**config.mk**
```make
export PLATFORM = sky130hd
export DESIGN_NAME = uc_seq_flat
export DESIGN_NICKNAME = d
export VERILOG_FILES = /design/src/rtl/uc_seq_pkg.sv /design/src/rtl/uc_seq_if.sv /design/src/rtl/uc_seq_decode.sv /design/src/rtl/uc_seq.sv /design/src/flat_wrapper.sv
export SDC_FILE = /design/constraint.sdc
export NUM_CORES = 1
export LEC_CHECK = 0
export BUFFER_PORTS_ARGS = -buffer_cell sky130_fd_sc_hd__buf_2
export CORE_MARGIN = 8
export CORE_UTILIZATION = 46
export CTS_CLUSTER_SIZE = 28
export DETAILED_ROUTE_END_ITERATION = 7
export PLACE_DENSITY = 0.88
export REMOVE_ABC_BUFFERS = 1
export SLEW_MARGIN = 0
export SYNTH_ARGS = -nofsm -noshare
export SYNTH_HDL_FRONTEND = slang
export SYNTH_SLANG_ARGS = --single-unit
```
**constraint.sdc**
```tcl
create_clock -name clock -period 1.6 [get_ports clock]
set_input_delay 0 -clock clock [delete_from_list [all_inputs] [get_ports clock]]
set_output_delay 0 -clock clock [all_outputs]
set_load 0.02 [all_outputs]
```
**src/rtl/uc_seq_pkg.sv**
```systemverilog
// Shared encodings for the control sequencer: opcodes, ALU codes, PC/stack selects, states.
package uc_pkg;

   localparam logic [5:0] ADD  = 6'd0,  SUB  = 6'd1,  MUL  = 6'd2,  DIV  = 6'd3;
   localparam logic [5:0] ADDI = 6'd4,  SUBI = 6'd5,  MULI = 6'd6,  DIVI = 6'd7;
   localparam logic [5:0] MOD  = 6'd8,  OR   = 6'd9,  AND  = 6'd10, SL   = 6'd11;
   localparam logic [5:0] NOT  = 6'd12, SR   = 6'd13, XOR  = 6'd14, JE   = 6'd15;
   localparam logic [5:0] JB   = 6'd16, JA   = 6'd17, JNE  = 6'd18, JBE  = 6'd19;
   localparam logic [5:0] JAE  = 6'd20, JNZ  = 6'd21, JZ   = 6'd22, JMP  = 6'd23;
   localparam logic [5:0] HLT  = 6'd24, PUSH = 6'd25, POP  = 6'd26, NOP  = 6'd27;
   localparam logic [5:0] MOV  = 6'd28, MOVI = 6'd29;
   localparam logic [5:0] OPC_LAST = MOVI;

   localparam logic [5:0] ALU_NONE = 6'd0, ALU_ADD = 6'd1, ALU_SUB = 6'd2, ALU_MUL = 6'd3;
   localparam logic [5:0] ALU_DIV  = 6'd4, ALU_MOD = 6'd5, ALU_OR  = 6'd6, ALU_AND = 6'd7;
   localparam logic [5:0] ALU_SL   = 6'd8, ALU_NOT = 6'd9, ALU_SR  = 6'd10, ALU_XOR = 6'd11;

   localparam logic [4:0] PC_SEQ = 5'd0, PC_JE  = 5'd1, PC_JB  = 5'd2, PC_JA = 5'd3;
   localparam logic [4:0] PC_JNE = 5'd4, PC_JBE = 5'd5, PC_JAE = 5'd6, PC_JNZ = 5'd7;
   localparam logic [4:0] PC_JZ  = 5'd8, PC_JMP = 5'd9, PC_HLT = 5'd10;

   localparam logic [1:0] STK_NONE = 2'd0, STK_PUSH = 2'd1, STK_POP = 2'd2;

   typedef enum logic [1:0] {ST_IDLE, ST_EXEC, ST_WAIT_ALU, ST_HALT} state_t;

endpackage

```
**src/rtl/uc_seq_if.sv**
```systemverilog
// Instruction handshake plus decoded control bundle between fetch side and uc_seq.
interface uc_seq_if #(
   parameter int unsigned INSTR_W = 32,
   parameter int unsigned REG_W   = 3,
   parameter int unsigned IMM_W   = 21,
   parameter int unsigned ALU_W   = 6
);
   logic [INSTR_W-1:0] instr;
   logic               instr_valid;
   logic               instr_ready;
   logic               alu_done;
   logic               resume;
   logic               ctrl_valid;
   logic [ALU_W-1:0]   alucode;
   logic               imControl;
   logic               writecode;
   logic [4:0]         pcControl;
   logic [1:0]         stackSelect;
   logic [REG_W-1:0]   op1;
   logic [IMM_W-1:0]   op2;
   logic               flag;
   logic               flag1;
   logic               halted;
   logic               illegal;

   modport master (
      output instr, instr_valid, alu_done, resume,
      input  instr_ready, ctrl_valid, alucode, imControl, writecode, pcControl,
             stackSelect, op1, op2, flag, flag1, halted, illegal
   );

   modport slave (
      input  instr, instr_valid, alu_done, resume,
      output instr_ready, ctrl_valid, alucode, imControl, writecode, pcControl,
             stackSelect, op1, op2, flag, flag1, halted, illegal
   );
endinterface

```
**src/rtl/uc_seq_decode.sv**
```systemverilog
// Pure combinational opcode decoder feeding the registered sequencer.
module uc_decode
   import uc_pkg::*;
(
   input  logic [5:0] opc,
   output logic [5:0] alucode,
   output logic       imControl,
   output logic       writecode,
   output logic [4:0] pcControl,
   output logic [1:0] stackSelect,
   output logic       mc_op,
   output logic       hlt_op,
   output logic       illegal
);
   always_comb begin
      alucode     = ALU_NONE;
      imControl   = 1'b0;
      writecode   = 1'b0;
      pcControl   = PC_SEQ;
      stackSelect = STK_NONE;
      mc_op       = 1'b0;
      hlt_op      = 1'b0;
      illegal     = (opc > OPC_LAST);
      case (opc)
         ADD:  alucode = ALU_ADD;
         SUB:  alucode = ALU_SUB;
         MUL:  begin alucode = ALU_MUL; mc_op = 1'b1; end
         DIV:  begin alucode = ALU_DIV; mc_op = 1'b1; end
         ADDI: begin alucode = ALU_ADD; imControl = 1'b1; end
         SUBI: begin alucode = ALU_SUB; imControl = 1'b1; end
         MULI: begin alucode = ALU_MUL; imControl = 1'b1; mc_op = 1'b1; end
         DIVI: begin alucode = ALU_DIV; imControl = 1'b1; mc_op = 1'b1; end
         MOD:  begin alucode = ALU_MOD; mc_op = 1'b1; end
         OR:   alucode = ALU_OR;
         AND:  alucode = ALU_AND;
         SL:   alucode = ALU_SL;
         NOT:  alucode = ALU_NOT;
         SR:   alucode = ALU_SR;
         XOR:  alucode = ALU_XOR;
         JE:   pcControl = PC_JE;
         JB:   pcControl = PC_JB;
         JA:   pcControl = PC_JA;
         JNE:  pcControl = PC_JNE;
         JBE:  pcControl = PC_JBE;
         JAE:  pcControl = PC_JAE;
         JNZ:  pcControl = PC_JNZ;
         JZ:   pcControl = PC_JZ;
         JMP:  pcControl = PC_JMP;
         HLT:  begin pcControl = PC_HLT; hlt_op = 1'b1; end
         PUSH: stackSelect = STK_PUSH;
         POP:  begin stackSelect = STK_POP; writecode = 1'b1; end
         MOV:  writecode = 1'b1;
         MOVI: begin writecode = 1'b1; imControl = 1'b1; end
         default: ;
      endcase
   end
endmodule

```
**src/rtl/uc_seq.sv**
```systemverilog
// Registered, handshaked control sequencer: issues one decoded instruction per transfer,
// stalls on multi-cycle ALU ops until alu_done and parks on HLT until resume.
module uc_seq
   import uc_pkg::*;
#(
   parameter int unsigned INSTR_W    = 32,
   parameter int unsigned OPC_W      = 6,
   parameter int unsigned REG_W      = 3,
   parameter int unsigned IMM_W      = 21,
   parameter int unsigned ALU_W      = 6,
   parameter bit          MULTICYCLE = 1'b1
) (
   input logic     clock,
   input logic     resetn,
   uc_seq_if.slave bus
);
   state_t           state;
   logic             busy, cur_mc, cur_hlt, xfer, clear, mc_eff;
   logic [OPC_W-1:0] opc;
   logic [5:0]       d_alu;
   logic [4:0]       d_pc;
   logic [1:0]       d_stk;
   logic             d_im, d_wr, d_mc, d_hlt, d_ill;

   assign opc = bus.instr[INSTR_W-1 -: OPC_W];

   uc_decode u_decode (
      .opc         (opc),
      .alucode     (d_alu),
      .imControl   (d_im),
      .writecode   (d_wr),
      .pcControl   (d_pc),
      .stackSelect (d_stk),
      .mc_op       (d_mc),
      .hlt_op      (d_hlt),
      .illegal     (d_ill)
   );

   assign mc_eff = d_mc & MULTICYCLE;

   // busy is registered; the resetn gate keeps ready low only while reset is held
   assign bus.instr_ready = resetn & ~busy;
   assign xfer            = bus.instr_valid & bus.instr_ready;

   always_comb begin
      clear = !xfer && ((state == ST_EXEC && !cur_mc && !cur_hlt) ||
                        (state == ST_WAIT_ALU && bus.alu_done) ||
                        (state == ST_HALT && bus.resume));
   end

   always_ff @(posedge clock or negedge resetn) begin
      if (!resetn) begin
         state      <= ST_IDLE;
         busy       <= 1'b0;
         cur_mc     <= 1'b0;
         cur_hlt    <= 1'b0;
         bus.halted <= 1'b0;
      end else if (xfer) begin
         state      <= ST_EXEC;
         busy       <= mc_eff | d_hlt;
         cur_mc     <= mc_eff;
         cur_hlt    <= d_hlt;
         bus.halted <= 1'b0;
      end else begin
         case (state)
            ST_EXEC: begin
               if (cur_mc) begin
                  state <= ST_WAIT_ALU;
               end else if (cur_hlt) begin
                  state      <= ST_HALT;
                  bus.halted <= 1'b1;
               end else begin
                  state <= ST_IDLE;
               end
            end
            ST_WAIT_ALU: if (bus.alu_done) begin
               state <= ST_IDLE;
               busy  <= 1'b0;
            end
            ST_HALT: if (bus.resume) begin
               state      <= ST_IDLE;
               busy       <= 1'b0;
               bus.halted <= 1'b0;
            end
            default: ;
         endcase
      end
   end

   always_ff @(posedge clock or negedge resetn) begin
      if (!resetn) begin
         bus.ctrl_valid  <= 1'b0;
         bus.illegal     <= 1'b0;
         bus.alucode     <= '0;
         bus.imControl   <= 1'b0;
         bus.writecode   <= 1'b0;
         bus.pcControl   <= '0;
         bus.stackSelect <= '0;
         bus.op1         <= '0;
         bus.op2         <= '0;
         bus.flag        <= 1'b0;
         bus.flag1       <= 1'b0;
      end else begin
         bus.ctrl_valid <= xfer;
         bus.illegal    <= xfer & d_ill;
         if (xfer) begin
            bus.alucode     <= ALU_W'(d_alu);
            bus.imControl   <= d_im;
            bus.writecode   <= d_wr;
            bus.pcControl   <= d_pc;
            bus.stackSelect <= d_stk;
            bus.op1         <= bus.instr[INSTR_W-OPC_W-2 -: REG_W];
            bus.op2         <= bus.instr[IMM_W-1:0];
            bus.flag        <= bus.instr[INSTR_W-OPC_W-1];
            bus.flag1       <= bus.instr[IMM_W];
         end else if (clear) begin
            bus.alucode     <= '0;
            bus.imControl   <= 1'b0;
            bus.writecode   <= 1'b0;
            bus.pcControl   <= '0;
            bus.stackSelect <= '0;
            bus.op1         <= '0;
            bus.op2         <= '0;
            bus.flag        <= 1'b0;
            bus.flag1       <= 1'b0;
         end else if (state == ST_EXEC && cur_hlt) begin
            // HLT decode already leaves only pcControl=HLT; drop its operand fields on entry to HALT
            bus.op1   <= '0;
            bus.op2   <= '0;
            bus.flag  <= 1'b0;
            bus.flag1 <= 1'b0;
         end
      end
   end
endmodule
```
**src/flat_wrapper.sv**
```systemverilog
// flat-port wrapper written by rule: the top's interface ports become plain ports
module uc_seq_flat import uc_pkg::*;
#(
   parameter int unsigned INSTR_W    = 32,
   parameter int unsigned OPC_W      = 6,
   parameter int unsigned REG_W      = 3,
   parameter int unsigned IMM_W      = 21,
   parameter int unsigned ALU_W      = 6,
   parameter bit          MULTICYCLE = 1'b1
)
  (clock, resetn, bus_instr, bus_instr_valid, bus_alu_done, bus_resume, bus_instr_ready, bus_ctrl_valid, bus_alucode, bus_imControl, bus_writecode, bus_pcControl, bus_stackSelect, bus_op1, bus_op2, bus_flag, bus_flag1, bus_halted, bus_illegal);
  uc_seq_if #(.INSTR_W(INSTR_W), .REG_W(REG_W), .IMM_W(IMM_W), .ALU_W(ALU_W)) bus_i ();
  input logic clock;
  input logic resetn;
  input wire logic [$bits(bus_i.instr)-1:0] bus_instr;
  input wire logic [$bits(bus_i.instr_valid)-1:0] bus_instr_valid;
  input wire logic [$bits(bus_i.alu_done)-1:0] bus_alu_done;
  input wire logic [$bits(bus_i.resume)-1:0] bus_resume;
  output wire logic [$bits(bus_i.instr_ready)-1:0] bus_instr_ready;
  output wire logic [$bits(bus_i.ctrl_valid)-1:0] bus_ctrl_valid;
  output wire logic [$bits(bus_i.alucode)-1:0] bus_alucode;
  output wire logic [$bits(bus_i.imControl)-1:0] bus_imControl;
  output wire logic [$bits(bus_i.writecode)-1:0] bus_writecode;
  output wire logic [$bits(bus_i.pcControl)-1:0] bus_pcControl;
  output wire logic [$bits(bus_i.stackSelect)-1:0] bus_stackSelect;
  output wire logic [$bits(bus_i.op1)-1:0] bus_op1;
  output wire logic [$bits(bus_i.op2)-1:0] bus_op2;
  output wire logic [$bits(bus_i.flag)-1:0] bus_flag;
  output wire logic [$bits(bus_i.flag1)-1:0] bus_flag1;
  output wire logic [$bits(bus_i.halted)-1:0] bus_halted;
  output wire logic [$bits(bus_i.illegal)-1:0] bus_illegal;
  assign bus_i.instr = bus_instr;
  assign bus_i.instr_valid = bus_instr_valid;
  assign bus_i.alu_done = bus_alu_done;
  assign bus_i.resume = bus_resume;
  assign bus_instr_ready = bus_i.instr_ready;
  assign bus_ctrl_valid = bus_i.ctrl_valid;
  assign bus_alucode = bus_i.alucode;
  assign bus_imControl = bus_i.imControl;
  assign bus_writecode = bus_i.writecode;
  assign bus_pcControl = bus_i.pcControl;
  assign bus_stackSelect = bus_i.stackSelect;
  assign bus_op1 = bus_i.op1;
  assign bus_op2 = bus_i.op2;
  assign bus_flag = bus_i.flag;
  assign bus_flag1 = bus_i.flag1;
  assign bus_halted = bus_i.halted;
  assign bus_illegal = bus_i.illegal;
  uc_seq #(.INSTR_W(INSTR_W), .OPC_W(OPC_W), .REG_W(REG_W), .IMM_W(IMM_W), .ALU_W(ALU_W), .MULTICYCLE(MULTICYCLE)) u_core (.clock(clock), .resetn(resetn), .bus(bus_i));
endmodule
```
==> results.cfg, run 1 <==
[outcome]
status = finished, final reports clean

[finish]
drive_above_1_share_pct = 39.00
syn2layout_area_growth_pct = 40.27
n_antenna_cell = 0
nets = 295
fill_cells = 285

[flow_run]
drv_cap = 0

[synth]
synth_area_leaders = dfrtp_1, a22o_1, a32o_1
synthDistinctLibCells = 38
ys_seq_elements = 46
yosysTopAreaCell = dfrtp_1
ys.flop_type = dfrtp_1
async_reset_ff_share_pct = 100.0
yosysWarnings = 0
synth.cell_area_um2 = 1961
synth_cells = 152
synth_common_cells = dfrtp_1, a22o_1, a32o_1, o21ai_0
ys_seq_area_share_pct = 58.71
synthMostInstantiatedCell = dfrtp_1
avgSynthCellArea_um2 = 12.90
synth_top_area_share_pct = 58.71
synth-edff-count = 0

[route]
drt_iter0_markers = 85
drtAntennaViolNets = 0
vias_per_cell = 5.408
vias = 1671
drt-total-wl_um = 5399
drc = 0
wl_per_cell_um = 17.47
drt_first_pass_iters = 4

[sta]
slew_violations = 0
post-route-min-period_ns = 1.438
skew_ns = 0.003213
max_clock_freq_mhz = 695.3
post-route-period-util_pct = 89.89
finalSetupViolCount = 0
hold_violations = 0
finalSetupTns_ns = 0
fin_ws_ns = 0.1618
rsz0062_at_grt = no

[grt]
track_usage_pct = 16.41
grt_max_degree = 40
grt_pass1_wl_um = 8466
overflow = 0
grt_pass1_vias = 1742
antenna_found_initial = 0

[worst_setup_path]
worstSetupEndpointType = flop
startpoint = resetn
cp.required_ns = 1.78
rr_worst_depth = 5
reg2reg_slack_ns = 0.18
cp_max_fo = 13
crit_type = input pin to flop
arrival_ns = 1.62
cp-start-kind = input pin
endpoint = u_core.bus.pcControl[1]
worstReg2RegEnd = u_core.bus.op2[5]
r2r_start = u_core.state[1]

[power_and_ir_drop]
p_total_mw = 3.823
power_leakage_nw = 1.478
vdd_drop_max_uv = 570.3
p_comb_share_pct = 36.5
seqPwrFrac_pct = 41.9
p_clk_share_pct = 21.6
swShare_pct = 35.48
p_int_mw = 2.466
p_per_area_nw_per_um2 = 1390
p_switching_mw = 1.356

[clocking]
h-tree-depth = 2
numCtsBuffers = 5
cts.sinks = 46
cts_setup_buffers = 0
clk_latency_ns = 0.29
clk_pin_slew_ns = 0.08
clock_path_buffers = 2
cts-root-buf = clkbuf_8
cts_tree = done

[die]
die-area_um2 = 6607
num_rows = 23
coreArea_um2 = 4058
fp.dieW_um = 81.29
io_pins = 82
die_h_um = 81.29
start_util_pct = 48.32

[min_path]
hp-class = input pin to flop

[placed_design]
place.gp.congestion = 0.8433
hpwl_um = 3560
port_buffers = 78
preCtsSetupSlack_ns = 0.1964
==> worst max-delay path, cell delays in order <==
cell and delay [ns]:
dlygate4sd3_1 0.55, buf_2 0.27, nand3b_4 0.17, o211ai_2 0.14, nor2_2 0.06, buf_4 0.18, a22o_1 0.24
==> through the flow <==
stage	instance area, µm²	std cells	hold WS [ns]	utilization, %
floorplan	1878	142	-0.2956	-
global placement	2374	274	-0.1264	58.50
detailed placement	2374	274	-0.1238	58.50
CTS	2750	309	0.009928	67.78
global route	2750	309	0.01984	67.78
finish	2750	309	0.05277	67.78
==> power by group through the flow <==
stage	Sequential, mW	Clock (mW)	Combinational, mW
final	1.60	0.826	1.39
after global routing	1.64	0.898	1.50
after CTS	1.59	0.857	1.40
after detailed placement	1.62	0	1.34
after global placement	1.60	0	1.32
after floorplan	1.91	0	0.483
==> per-layer routing <==
metal / track usage (%) / part of all wire, % / up-vias
li1: - / - / 776
met1: 20.30 / 42 / 800
met2: 26.17 / 47 / 89
met3: 5.408 / 9.1 / 6
met4: 5.893 / 1.0 / 0
met5: 0 / 0 / -
==> sequential cells by signal, summed over array words and instances (netlist names) <==
register                count
u_core.bus.ctrl_valid       1
u_core.bus.flag             1
u_core.bus.halted           1
u_core.state                2
u_core.busy                 1
u_core.bus.op1              3
u_core.bus.stackSelect      2
u_core.bus.op2             21
u_core.cur_mc               1
u_core.cur_hlt              1
u_core.bus.imControl        1
u_core.bus.illegal          1
u_core.bus.writecode        1
u_core.bus.alucode          4
u_core.bus.flag1            1
u_core.bus.pcControl        4
==> cell type report <==
cell class / count / area (µm²) / area share [%]
clock buffer: 7 / 76.32 / 2.775
multi-input combinational: 90 / 704.4 / 25.61
timing repair buffer: 109 / 703.2 / 25.57
sequential: 46 / 1151 / 41.86
clock inverter: 1 / 30.03 / 1.092
inverter: 6 / 22.52 / 0.8189
tap: 50 / 62.56 / 2.275
==> placed cells by master (no fill, tap or decap), drive strengths merged, types with 2 or more instances in the layout <==
cell type	Yosys	final
nor2b	2	2
nor3	6	6
nand4	2	2
nor2	6	6
mux2	2	2
inv	6	6
buf	10	82
a32o	6	6
o21ai	6	6
clkbuf	2	7
nand2b	2	2
dlygate4sd3	0	27
dfrtp	46	46
conb	1	3
xnor2	2	2
a22o	33	33
nand2	6	6
==> cell families (layout without fill, tap and decap cells) <==
group	after synthesis	count (layout)	synth area share, %
AND/OR/NAND/NOR	28	28	9.508
XOR/XNOR	3	3	1.340
flip-flops	46	46	58.71
multiplexers	3	3	1.659
AO/OA/AOI/OAI	53	53	22.85
buffers and inverters	18	123	5.743
other	1	3	0.1913
==> worst min-delay path by stage <==
| stage | startpoint | end | slack, ns | cells after the start |
|---|---|---|---|---|
| after floorplan | resetn | u_core.bus.alucode[0] | -0.30 | 0 |
| after global placement | resetn | u_core.bus.pcControl[2] | -0.13 | 1 |
| after detailed placement | resetn | u_core.bus.pcControl[0] | -0.12 | 1 |
| after CTS | bus_instr[31] | u_core.bus.illegal | 0.01 | 3 |
| after global routing | bus_instr[31] | u_core.bus.illegal | 0.02 | 3 |
| final | bus_instr[31] | u_core.bus.illegal | 0.05 | 3 |
==> what timing repair did <==
action / CTS / global route
resized for setup: 0 / 0
hold buffers: 27 / 0
hold endpoints to repair: 62 / 0
Note: power is estimated with default switching activity, not from simulation.
==> inputs of run 2 (changes only) <==
Settings changed: PLACE_DENSITY 0.88 to 0.76.
==> run 2 against run 1 <==
Against the previous run:
- count of clock-buffer cells in the layout fell by 1
- combinational power about the same
- maximum frequency up 1.5%
- register-to-register slack about the same
- critical path type is now input pin to output port
- final cell count increased by 0.65%
- wire length rose by 1.6%
- sequential share of layout area is 0.19 points lower
==> results.cfg, run 2 (synthesis gave the netlist of run 1 again) <==
[route]
vias_per_cell = 5.469
drc = 0
drt_first_pass_iters = 4
drt_iter0_markers = 67
vias = 1701
wl_per_cell_um = 17.63
drt-total-wl_um = 5484
drtAntennaViolNets = 0

[power_and_ir_drop]
p_per_area_nw_per_um2 = 1354
power_leakage_nw = 1.483
p_total_mw = 3.740
vdd_drop_max_uv = 481.1

[clocking]
clock_path_buffers = 2
numCtsBuffers = 5
clk_latency_ns = 0.30
cts.sinks = 46
cts_tree = done
cts-root-buf = clkbuf_8
h-tree-depth = 2
clk_pin_slew_ns = 0.08

[grt]
antenna_found_initial = 0
grt.met3_usage_pct = 3.753
grt.busiest_layer = met2
track_usage_pct = 16.65
grt_pass1_vias = 1752
overflow = 0
grt_max_degree = 42
met1_usage_pct = 22.73
grtUsageMet2_pct = 25.70
grt_pass1_wl_um = 8700

[finish]
largest_reg_flops = 21
nets = 297
final_area_um2 = 2763
layoutNonFillerInstCount = 311
largestRegisters = u_core.bus.op2 x21, u_core.bus.alucode x4, u_core.bus.pcControl x4
syn2layout_area_growth_pct = 40.91
final_util_pct = 68.09
final_cell_mix = buf_2, dfrtp_1, a22o_1
final_common_cell = buf_2
drive_above_1_share_pct = 39.46
n_antenna_cell = 0
fill_cells = 283
regMostFlops = u_core.bus.op2

[worst_setup_path]
worstSetupEndpointType = output port
crit_type = input pin to output port
arrival_ns = 1.42
cp_max_fo = 41
cp.required_ns = 1.60
cp-start-kind = input pin

[die]
num_rows = 23
die-area_um2 = 6607
io_pins = 82
fp.dieW_um = 81.29
die_h_um = 81.29
start_util_pct = 48.32
coreArea_um2 = 4058

[sta]
finalSetupTns_ns = 0
post-route-period-util_pct = 88.57
slew_violations = 0
holdWs_ns = 0.03634
max_clock_freq_mhz = 705.7
post-route-min-period_ns = 1.417
skew_ns = 0.002923
finalSetupViolCount = 0
hold_violations = 0
rsz0062_at_grt = no
fin_ws_ns = 0.1829

[placed_design]
place.gp.congestion = 0.8083
placedCellCount = 274
hpwl_um = 3446
port_buffers = 78
preCtsSetupSlack_ns = 0.2025
dpl-instance-area_um2 = 2374

[flow_run]
drv_cap = 0

[outcome]
status = finished, final reports clean

[min_path]
hp-class = input pin to flop
run 2: final cells by class:
type / instances / area [µm²] / share of cell area [%]
flip-flops and latches: 46 / 1151 / 41.67
inverters: 6 / 22.52 / 0.8152
clock buffers: 6 / 82.58 / 2.989
well taps: 50 / 62.56 / 2.264
multi-input cells: 90 / 704.4 / 25.50
repair buffers: 111 / 726.9 / 26.31
clock inverters: 2 / 12.51 / 0.4529
run 2: critical path: stages:
cell	delay, ns
dlygate4sd3_1	0.55
buf_2	0.18
buf_6	0.35
nor2b_1	0.17
buf_2	0.17
run 2: report_power, final:
group          internal [mW]  switching, mW  total, mW  leakage (nW)
combinational          0.575          0.833       1.41         0.823
sequential              1.43          0.164       1.59         0.612
clock                  0.347          0.391      0.738        0.0472
run 2: timing repair:
item | CTS | global route
hold endpoints to repair | 33 | 0
hold buffers | 29 | 0
setup endpoints to repair | 0 | 1
gates resized for setup | 0 | 1
setup buffers | 0 | 0
run 2: routing by layer:
metal,share of wire (%),wire [µm]
met1,45,2466
met2,45,2449
met3,9.3,508
met4,1.1,59
met5,0,0
run 2: final timing paths:
| kind | start | to | slack, ns | cells past startpoint |
|---|---|---|---|---|
| hold / removal | bus_instr_valid | u_core.state[0] | 0.04 | 3 |
| max in group asynchronous | resetn | u_core.bus.pcControl[3] | 0.58 | 3 |
| setup reg to reg | u_core.state[1] | u_core.bus.op2[14] | 0.18 | 5 |
| min in group asynchronous | resetn | u_core.bus.pcControl[0] | 0.37 | 3 |
| setup / recovery | resetn | bus_instr_ready | 0.18 | 5 |
| hold reg to reg | u_core.bus.op1[0] | u_core.bus.op1[0] | 0.50 | 1 |
